==> config.mk <==
export PLATFORM = sky130hd
export DESIGN_NAME = risc_control_fsm
export DESIGN_NICKNAME = d
export VERILOG_FILES = /design/src/rtl/risc_control_fsm_pkg.sv /design/src/rtl/risc_control_fsm.sv
export SDC_FILE = /design/constraint.sdc
export NUM_CORES = 1
export LEC_CHECK = 0
export ABC_AREA = 0
export ABC_CLOCK_PERIOD_IN_PS = 1400
export CAP_MARGIN = 15
export CORE_MARGIN = 4
export CORE_UTILIZATION = 43
export DETAILED_ROUTE_END_ITERATION = 6
export MAX_ROUTING_LAYER = met4
export PLACE_DENSITY = 0.84
export SLEW_MARGIN = 20
export SYNTH_ARGS = -nofsm -noshare
export SYNTH_HDL_FRONTEND = slang
export SYNTH_SLANG_ARGS = --single-unit
==> constraint.sdc <==
create_clock -name clk -period 1.4 [get_ports clk]
set_input_delay 0.28 -clock clk [delete_from_list [all_inputs] [get_ports clk]]
set_output_delay 0.28 -clock clk [all_outputs]
set_load 0.01 [all_outputs]
==> src/rtl/risc_control_fsm_pkg.sv <==
// Shared encodings for the RISC control FSM: state codes, control field
// constants and the decode vector layout.
package risc_control_fsm_pkg;

  localparam int SW = 6;

  typedef enum logic [SW-1:0] {
    SReset, SIF1, SIF2, SUpdatePC, SDecode,
    Sa, Sb, Sc, Sd,
    SMovA1, SMovB1, SMovB2, SMovB3,
    SAnd1, SAnd2, SAnd3, SAnd4,
    Scmp1, Scmp2, Scmp3,
    Smvn1, Smvn2, Smvn3, Smvn4,
    LDR1, LDR2, LDR3, LDR4,
    STR1, STR2, STR3, STR4, STR5,
    HALT
  } state_e;

  localparam logic [1:0] MEM_NONE = 2'b00;
  localparam logic [1:0] MEM_RD   = 2'b01;
  localparam logic [1:0] MEM_WR   = 2'b10;

  localparam logic [3:0] VSEL_MDATA = 4'b1000;
  localparam logic [3:0] VSEL_C     = 4'b0100;
  localparam logic [3:0] VSEL_IMM   = 4'b0010;
  localparam logic [3:0] VSEL_PC    = 4'b0001;

  localparam logic [2:0] NSEL_RN   = 3'b100;
  localparam logic [2:0] NSEL_RD   = 3'b010;
  localparam logic [2:0] NSEL_RM   = 3'b001;
  localparam logic [2:0] NSEL_NONE = 3'b000;

  localparam logic [2:0] OPC_LDR  = 3'b011;
  localparam logic [2:0] OPC_STR  = 3'b100;
  localparam logic [2:0] OPC_ALU  = 3'b101;
  localparam logic [2:0] OPC_MOV  = 3'b110;
  localparam logic [2:0] OPC_HALT = 3'b111;

  localparam logic [1:0] OP_MOVR = 2'b00;
  localparam logic [1:0] OP_MOVI = 2'b10;
  localparam logic [1:0] OP_ADD  = 2'b00;
  localparam logic [1:0] OP_CMP  = 2'b01;
  localparam logic [1:0] OP_AND  = 2'b10;
  localparam logic [1:0] OP_MVN  = 2'b11;

  // 27-bit decode vector, MSB first
  typedef struct packed {
    state_e     next_state;
    logic       reset_pc;
    logic       load_pc;
    logic       addr_sel;
    logic [1:0] mem_cmd;
    logic       load_ir;
    logic [2:0] nsel;
    logic       loada;
    logic       loadb;
    logic       loadc;
    logic [3:0] vsel;
    logic       asel;
    logic       bsel;
    logic       write;
    logic       loads;
    logic       load_addr;
  } ctrl_t;

endpackage

==> src/rtl/risc_control_fsm.sv <==
// Moore controller for the simple RISC CPU: fetch, PC update, decode and
// per-instruction multi-cycle execute, all outputs decoded from present state.
module risc_control_fsm
  import risc_control_fsm_pkg::*;
(
  input  logic       clk,
  input  logic       reset,
  input  logic [2:0] opcode,
  input  logic [1:0] op,
  output logic       load_ir,
  output logic       addr_sel,
  output logic       load_pc,
  output logic       reset_pc,
  output logic [1:0] mem_cmd,
  output logic [3:0] vsel,
  output logic       write,
  output logic       loada,
  output logic       loadb,
  output logic       loadc,
  output logic       loads,
  output logic       asel,
  output logic       bsel,
  output logic [2:0] nsel,
  output logic       load_addr
);

  state_e state_q, state_d;
  ctrl_t  d;

  always_ff @(posedge clk or negedge reset) begin
    if (!reset) state_q <= SReset;
    else        state_q <= state_d;
  end

  always_comb begin
    d            = '0;
    d.vsel       = VSEL_C;
    d.nsel       = NSEL_NONE;
    d.next_state = SReset;
    unique case (state_q)
      SReset:    begin d.reset_pc = 1'b1; d.load_pc = 1'b1; d.next_state = SIF1; end
      SIF1:      begin d.addr_sel = 1'b1; d.mem_cmd = MEM_RD; d.next_state = SIF2; end
      SIF2:      begin
        d.addr_sel = 1'b1; d.mem_cmd = MEM_RD; d.load_ir = 1'b1; d.next_state = SUpdatePC;
      end
      SUpdatePC: begin d.load_pc = 1'b1; d.next_state = SDecode; end
      SDecode: begin
        casez ({opcode, op})
          {OPC_MOV, OP_MOVI}: d.next_state = SMovA1;
          {OPC_MOV, OP_MOVR}: d.next_state = SMovB1;
          {OPC_ALU, OP_ADD}:  d.next_state = Sa;
          {OPC_ALU, OP_CMP}:  d.next_state = Scmp1;
          {OPC_ALU, OP_AND}:  d.next_state = SAnd1;
          {OPC_ALU, OP_MVN}:  d.next_state = Smvn1;
          {OPC_LDR, 2'b??}:   d.next_state = LDR1;
          {OPC_STR, 2'b??}:   d.next_state = STR1;
          {OPC_HALT, 2'b??}:  d.next_state = HALT;
          default:            d.next_state = SIF1;
        endcase
      end
      SMovA1: begin d.nsel = NSEL_RN; d.vsel = VSEL_IMM; d.write = 1'b1; d.next_state = SIF1; end
      SMovB1: begin d.nsel = NSEL_RM; d.loadb = 1'b1; d.next_state = SMovB2; end
      SMovB2: begin d.asel = 1'b1; d.loadc = 1'b1; d.next_state = SMovB3; end
      SMovB3: begin d.nsel = NSEL_RD; d.write = 1'b1; d.next_state = SIF1; end
      // ADD, AND and MVN share the same four-step A/B/C/write-back pattern
      Sa, SAnd1, Smvn1: begin
        d.nsel = NSEL_RN; d.loada = 1'b1;
        d.next_state = (state_q == Sa) ? Sb : (state_q == SAnd1) ? SAnd2 : Smvn2;
      end
      Sb, SAnd2, Smvn2: begin
        d.nsel = NSEL_RM; d.loadb = 1'b1;
        d.next_state = (state_q == Sb) ? Sc : (state_q == SAnd2) ? SAnd3 : Smvn3;
      end
      Sc, SAnd3, Smvn3: begin
        d.loadc = 1'b1;
        d.next_state = (state_q == Sc) ? Sd : (state_q == SAnd3) ? SAnd4 : Smvn4;
      end
      Sd, SAnd4, Smvn4: begin d.nsel = NSEL_RD; d.write = 1'b1; d.next_state = SIF1; end
      Scmp1: begin d.nsel = NSEL_RN; d.loada = 1'b1; d.next_state = Scmp2; end
      Scmp2: begin d.nsel = NSEL_RM; d.loadb = 1'b1; d.next_state = Scmp3; end
      Scmp3: begin d.loads = 1'b1; d.next_state = SIF1; end
      LDR1:  begin d.nsel = NSEL_RN; d.loada = 1'b1; d.next_state = LDR2; end
      LDR2:  begin d.bsel = 1'b1; d.loadc = 1'b1; d.next_state = LDR3; end
      LDR3:  begin d.load_addr = 1'b1; d.next_state = LDR4; end
      LDR4:  begin
        d.mem_cmd = MEM_RD; d.nsel = NSEL_RD; d.vsel = VSEL_MDATA; d.write = 1'b1;
        d.next_state = SIF1;
      end
      STR1:  begin d.nsel = NSEL_RN; d.loada = 1'b1; d.next_state = STR2; end
      STR2:  begin d.bsel = 1'b1; d.loadc = 1'b1; d.next_state = STR3; end
      STR3:  begin d.load_addr = 1'b1; d.nsel = NSEL_RD; d.loadb = 1'b1; d.next_state = STR4; end
      STR4:  begin d.asel = 1'b1; d.loadc = 1'b1; d.next_state = STR5; end
      STR5:  begin d.mem_cmd = MEM_WR; d.next_state = SIF1; end
      HALT:  d.next_state = HALT;
      default: d.next_state = SReset;
    endcase
  end

  assign state_d   = d.next_state;
  assign reset_pc  = d.reset_pc;
  assign load_pc   = d.load_pc;
  assign addr_sel  = d.addr_sel;
  assign mem_cmd   = d.mem_cmd;
  assign load_ir   = d.load_ir;
  assign nsel      = d.nsel;
  assign loada     = d.loada;
  assign loadb     = d.loadb;
  assign loadc     = d.loadc;
  assign vsel      = d.vsel;
  assign asel      = d.asel;
  assign bsel      = d.bsel;
  assign write     = d.write;
  assign loads     = d.loads;
  assign load_addr = d.load_addr;

endmodule

==> results.txt, run 1 <==
----------------------------------------------------
[Floorplanning]
  Number of ports placed on the die boundary ... 28
  Die X ... 55.5 um
  Initial Utilization ... 47.4%
  Rows ... 16
  Die Ht ... 55.5 um

[Global route]
  Overflow left after global routing ... 28
  Global router's overall resource usage ... 54.8%
  Largest net degree at the start of global routing ... 12

[Logic synthesis]
  Mean Syn Cell Area ... 7.23 um2
  Yosys warning count ... 0
  Dominant register cell in the synthesized netlist ... dfrtp_1
  Gate count after technology mapping ... 134
  Share of synthesized area occupied by flip-flops and latches ... 15.5%
  Post-synth EDFFs ... 0
  Post-Synthesis Cell Area ... 968 um2
  Syn Nets ... 141
  Number of distinct library cell variants in the gate-level netlist after synthesis ... 50
  Async S/R FF share, synth ... 100%
  Flip-flop and latch count after synthesis ... 6

[Run status]
  Status ... stopped before the end
  Halt Stage ... global routing (5_1_grt)
  First error ... [ERROR GRT-0232] Routing congestion too high. Check the congestion heatmap in the GUI.

[Clock network]
  Number of buffers created by CTS ... 3
  Clock sink total ... 6
  Count of hold buffers inserted by post-cts repair ... 0
  Number of H-tree levels ... 1
  Clock root buffer ... clkbuf_4
  Max Buffers Root-to-Sink ... 2

[Place]
  Number of buffers added on ports ... 26
  Worst Setup Slack post-DPL ... -0.626 ns
  HPWL Detailed ... 2.64 mm
  Final estimated routing congestion in global placement ... 0.905

[Timing]
  Pin category terminating the worst setup path after the last repair ... primary output
  Worst EP post-GRT repair ... nsel[2]

----------------------------------------------------
## cells by family after synthesis
| logic type | count (synthesis) | share of synthesized area (%) |
|---|---|---|
| xor gates and xnor gates | 2 | 1.81 |
| muxes | 3 | 3.23 |
| AOI/OAI and AO/OA | 43 | 29.6 |
| and+or+nand+nor | 63 | 37.6 |
| DFF | 6 | 15.5 |
| other | 1 | 0.387 |
| buffers and inverters | 16 | 11.9 |
## metal layers
| metal | global-route usage [%] | overflow |
|---|---|---|
| met5 | - | - |
| met4 | 63.5 | 16 |
| met3 | 22.6 | 0 |
| met2 | 73.1 | 11 |
| met1 | 55.5 | 1 |
## repair_timing
item,in CTS
endpoints found under the setup margin,26
setup buffers,21
resized for setup,133
pin swaps,20
## synth_stat cells, types with 2 or more instances
master,instances,area (um2)
nor2_2,2,12.5
a21oi_1,13,65.1
nand2b_1,8,50.1
buf_2,2,10.0
nor2b_1,4,25.0
o22ai_1,3,18.8
buf_4,8,60.1
nor4_1,2,12.5
o21ai_0,4,20.0
o2bb2ai_1,2,17.5
xor2_1,2,17.5
a22oi_1,4,30.0
nand3_1,4,20.0
dfrtp_1,6,150
nor3_1,8,40.0
inv_1,2,7.51
buf_6,3,33.8
mux2i_1,2,20.0
nand2_1,5,18.8
nor2_1,16,60.1
o21ai_1,5,25.0
## metrics by stage
stage          instance area, um2  instances  TNS, ns  hold WS, ns
3_5_place_dp                 1570        221   -12.13        0.527
3_3_place_gp                 1570        221   -11.01        0.517
2_1_floorplan                1030        134   -0.214      -0.0156
4_1_cts                      1890        244    -8.50        0.258
==> run 2, diff against run 1 <==
ABC_CLOCK_PERIOD_IN_PS = 1800   (was 1400)
CORE_AREA = 4 4 65 67   (was not set)
CORE_MARGIN = not set   (was 4)
CORE_UTILIZATION = not set   (was 43)
DIE_AREA = 0 0 69 71   (was not set)
MAX_ROUTING_LAYER = not set   (was met4)
PLACE_DENSITY = not set   (was 0.84)
PLACE_DENSITY_LB_ADDON = 0.15   (was not set)
clock period = 1.8 ns   (was 1.4 ns; I/O delays follow)
==> run 2 against run 1 <==
Against the previous run:
- synthesized area did not move
- the flow now finishes, with violations (negative setup slack)
- synthesized cell count unchanged
==> results.txt, run 2 <==
----------------------------------------------------
[Run status]
  Status ... complete, but fails checks (was stopped before the end)
  Violations in the final reports ... negative setup slack

[Route]
  1st-pass router iterations ... 4
  Drt wl/cell ... 14.4 um
  Residual DRC count ... 0
  Total length of routed wires ... 3.75 mm
  Number of violations reported at the end of detailed-routing iteration 0 ... 38
  Avg Vias per Cell ... 5.01
  Post-route antenna net violation count ... 0
  DR vias ... 1308

[Floorplanning]
  Rows ... 22 (was 16)
  Die Ht ... 71 um (was 55.5 um)
  Die X ... 69 um (was 55.5 um)
  Area enclosed by the die boundary ... 0.00490 mm2
  Initial Utilization ... 26.7% (was 47.4%)
  Floorplan core area ... 0.00363 mm2
  Number of ports placed on the die boundary ... 28 (unchanged)

[Worst setup path]
  Length in cells of the worst reg-to-reg path ... 7
  Standard cell with the maximum stage delay on the critical path ... dfrtp_2
  Worst path buffer plus inverter count ... 2
  Worst setup EP type ... primary output
  Worst R2R Setup Slack ... 0.21 ns
  Start point of the critical path ... state_q[2]$_DFF_PN0_
  Critical path class ... reg -> out
  Delay of the slowest cell on the worst path ... 0.47 ns
  Worst Path Required ... 1.44 ns
  Cell breakdown of the critical path ... buf_6 -> or3_4 -> nand3_2 -> o21a_1 -> nor3_2 -> buf_2
  Startpoint of the lowest-slack register-to-register path ... state_q[3]$_DFF_PN0_
  Destination of the worst register-to-register timing path ... state_q[0]$_DFF_PN0_
  Category of cells accounting for the largest share of critical-path delay ... simple AND/OR/NAND/NOR gates
  Arrival time of the worst setup path ... 1.59 ns
  Critical Path Start Type ... register
  Maximum fanout encountered on the critical timing path ... 8

[Power]
  Power density over the cells ... 1880 mW/mm2
  Peak ir drop on the vdd network ... 526 uV
  Leak Pwr ... 0.831 nW
  Power after layout ... 3.39 mW

[Global route]
  Largest net degree at the start of global routing ... 16
  Vias in the first global route ... 1386
  Wire length of the first global-routing pass ... 6.23 mm
  Antenna violations before repair ... 0
  Global router's overall resource usage ... 15.0%
  Overflow left after global routing ... 0

[Logic synthesis]
  Dominant register cell in the synthesized netlist ... dfrtp_1 (unchanged)
  Fraction of post-synthesis cell area in the top cell type by area ... 15.5% (unchanged)
  Flip-flop and latch count after synthesis ... 6 (unchanged)
  Cell with the most instances after synthesis ... nor2_1 (unchanged)
  Yosys warning count ... 0 (unchanged)
  Mean Syn Cell Area ... 7.23 um2 (unchanged)
  Async S/R FF share, synth ... 100% (unchanged)
  Share of synthesized area occupied by flip-flops and latches ... 15.5% (unchanged)
  Most numerous cell types in the synthesized netlist ... nor2_1 (16), a21oi_1 (13), buf_4 (8), nand2b_1 (8), nor3_1 (8) (unchanged)
  Syn Nets ... 141 (unchanged)
  Cell taking the most area after synthesis ... dfrtp_1 (unchanged)
  Synth area leaders ... dfrtp_1 (16%), a21oi_1 (6.7%), buf_4 (6.2%) (unchanged)
  Post-Synthesis Cell Area ... 968 um2 (unchanged)
  Post-synth EDFFs ... 0 (unchanged)
  Gate count after technology mapping ... 134 (unchanged)
  Number of distinct library cell variants in the gate-level netlist after synthesis ... 50 (unchanged)

[Job]
  Reported max-cap violation count ... 0

[Clock network]
  CTS tree ... done
  Number of H-tree levels ... 1 (unchanged)
  Max Buffers Root-to-Sink ... 2 (unchanged)
  Clock root buffer ... clkbuf_8 (was clkbuf_4)
  Count of hold buffers inserted by post-cts repair ... 0 (unchanged)
  Clock insertion delay at the later pin of the skew report ... 0.22 ns
  Clock input transition at the sequential cells of the worst setup and hold paths ... 0.03 ns
  Clock sink total ... 6 (unchanged)
  Number of buffers created by CTS ... 3 (unchanged)

[Timing]
  RSZ-0062 raised after global routing ... yes
  Final worst-path cycle share ... 108%
  Final-report setup violation count ... 11
  Worst hold margin ... 0.376 ns
  Final clock skew ... 0.000145 ns
  Final WS setup ... -0.147 ns
  Hold violation count in the final report ... 0
  Post-route minimum period ... 1.95 ns
  Fin Setup TNS ... -0.892 ns
  Achievable clock frequency ... 514 MHz
  Pins Over Slew Limit ... 0

[Final layout]
  Top Registers ... state_q: 6 flops
  Leading cell types in the layout, fill and taps excluded ... buf_4 (49), buf_2 (19), nor2_1 (15)
  Max reg flops ... 6
  Diode count ... 0
  Area growth from synthesis to layout ... 86.0%
  Share of cells above drive strength 1 ... 56.8%
  Fraction of the core area covered by cells at the end of the flow ... 49.6%
  Most common library cell in the layout ignoring fill and taps ... buf_4
  Register with the most flip-flops ... state_q
  Final Net Count ... 222

[Place]
  Final estimated routing congestion in global placement ... 0.748 (was 0.905)
  Worst Setup Slack post-DPL ... -0.356 ns (was -0.626 ns)
  HPWL Detailed ... 2.59 mm (was 2.64 mm)
  Number of buffers added on ports ... 26 (unchanged)

[Hold path]
  Min-delay worst type ... in -> async

----------------------------------------------------
## run 2: worst max-delay path by stage
| stage | slack (ns) | cells past startpoint | endpoint |
|---|---|---|---|
| final | -0.15 | 6 | nsel[2] |
| after global routing | -0.21 | 6 | loadc |
| after CTS | -0.20 | 4 | write |
| after detailed placement | -0.36 | 4 | vsel[1] |
| after global placement | -0.38 | 4 | write |
| after floorplan | 0.15 | 4 | asel |
## run 2: cell families after synthesis
| kind of cell | count (synthesis) | share of synthesized area, % |
|---|---|---|
| multiplexers | 3 | 3.23 |
| AND/OR/NAND/NOR | 63 | 37.6 |
| buffers and inverters | 16 | 11.9 |
| AO/OA/AOI/OAI | 43 | 29.6 |
| flip-flops | 6 | 15.5 |
| XOR/XNOR | 2 | 1.81 |
| other | 1 | 0.387 |
## run 2: cell type report
type,instances,area (um2)
Timing Repair Buffer,90,714
Fill cell,357,1830
Tap cell,48,60.1
Sequential cell,6,154
Inverter,2,7.51
Multi-Input combinational cell,112,825
Clock buffer,3,41.3
## run 2: what timing repair did
| item | 4_1_cts | 5_1_grt |
|---|---|---|
| gates cloned | 1 | 0 |
| pin swaps | 5 | 8 |
| endpoints found under the setup margin | 20 | 19 |
| hold endpoints to repair | 0 | 0 |
| gates resized for setup | 99 | 25 |
| setup buffers | 17 | 5 |
## run 2: layer usage
metal	track usage (%)	up-vias	share of wire, %
met5	0	-	0
met4	5.42	0	1.7
met3	1.99	8	3.4
met2	28.1	28	52
met1	17.2	619	42
li1	-	653	-
## run 2: stage by stage
step,std cells,cell area [um2]
2_1_floorplan,134,968
4_1_cts,257,1720
3_3_place_gp,236,1510
3_5_place_dp,236,1510
6_report,261,1800
5_1_grt,261,1800
## run 2: power breakdown
group,total (mW),internal [mW],switching [mW]
Clock,0.198,0.143,0.0547
Combinational,2.89,1.57,1.33
Sequential,0.302,0.199,0.103
Total,3.39,1.91,1.48
## run 2: worst reg2reg max path: stages, from the launching register on
cell      delay, ns
dfrtp_2        0.46
buf_12         0.15
buf_4          0.14
nor2_1         0.13
buf_4          0.14
a22oi_1        0.08
o211ai_1       0.25
o41ai_2        0.12
Power figures use the tool's default switching activity.
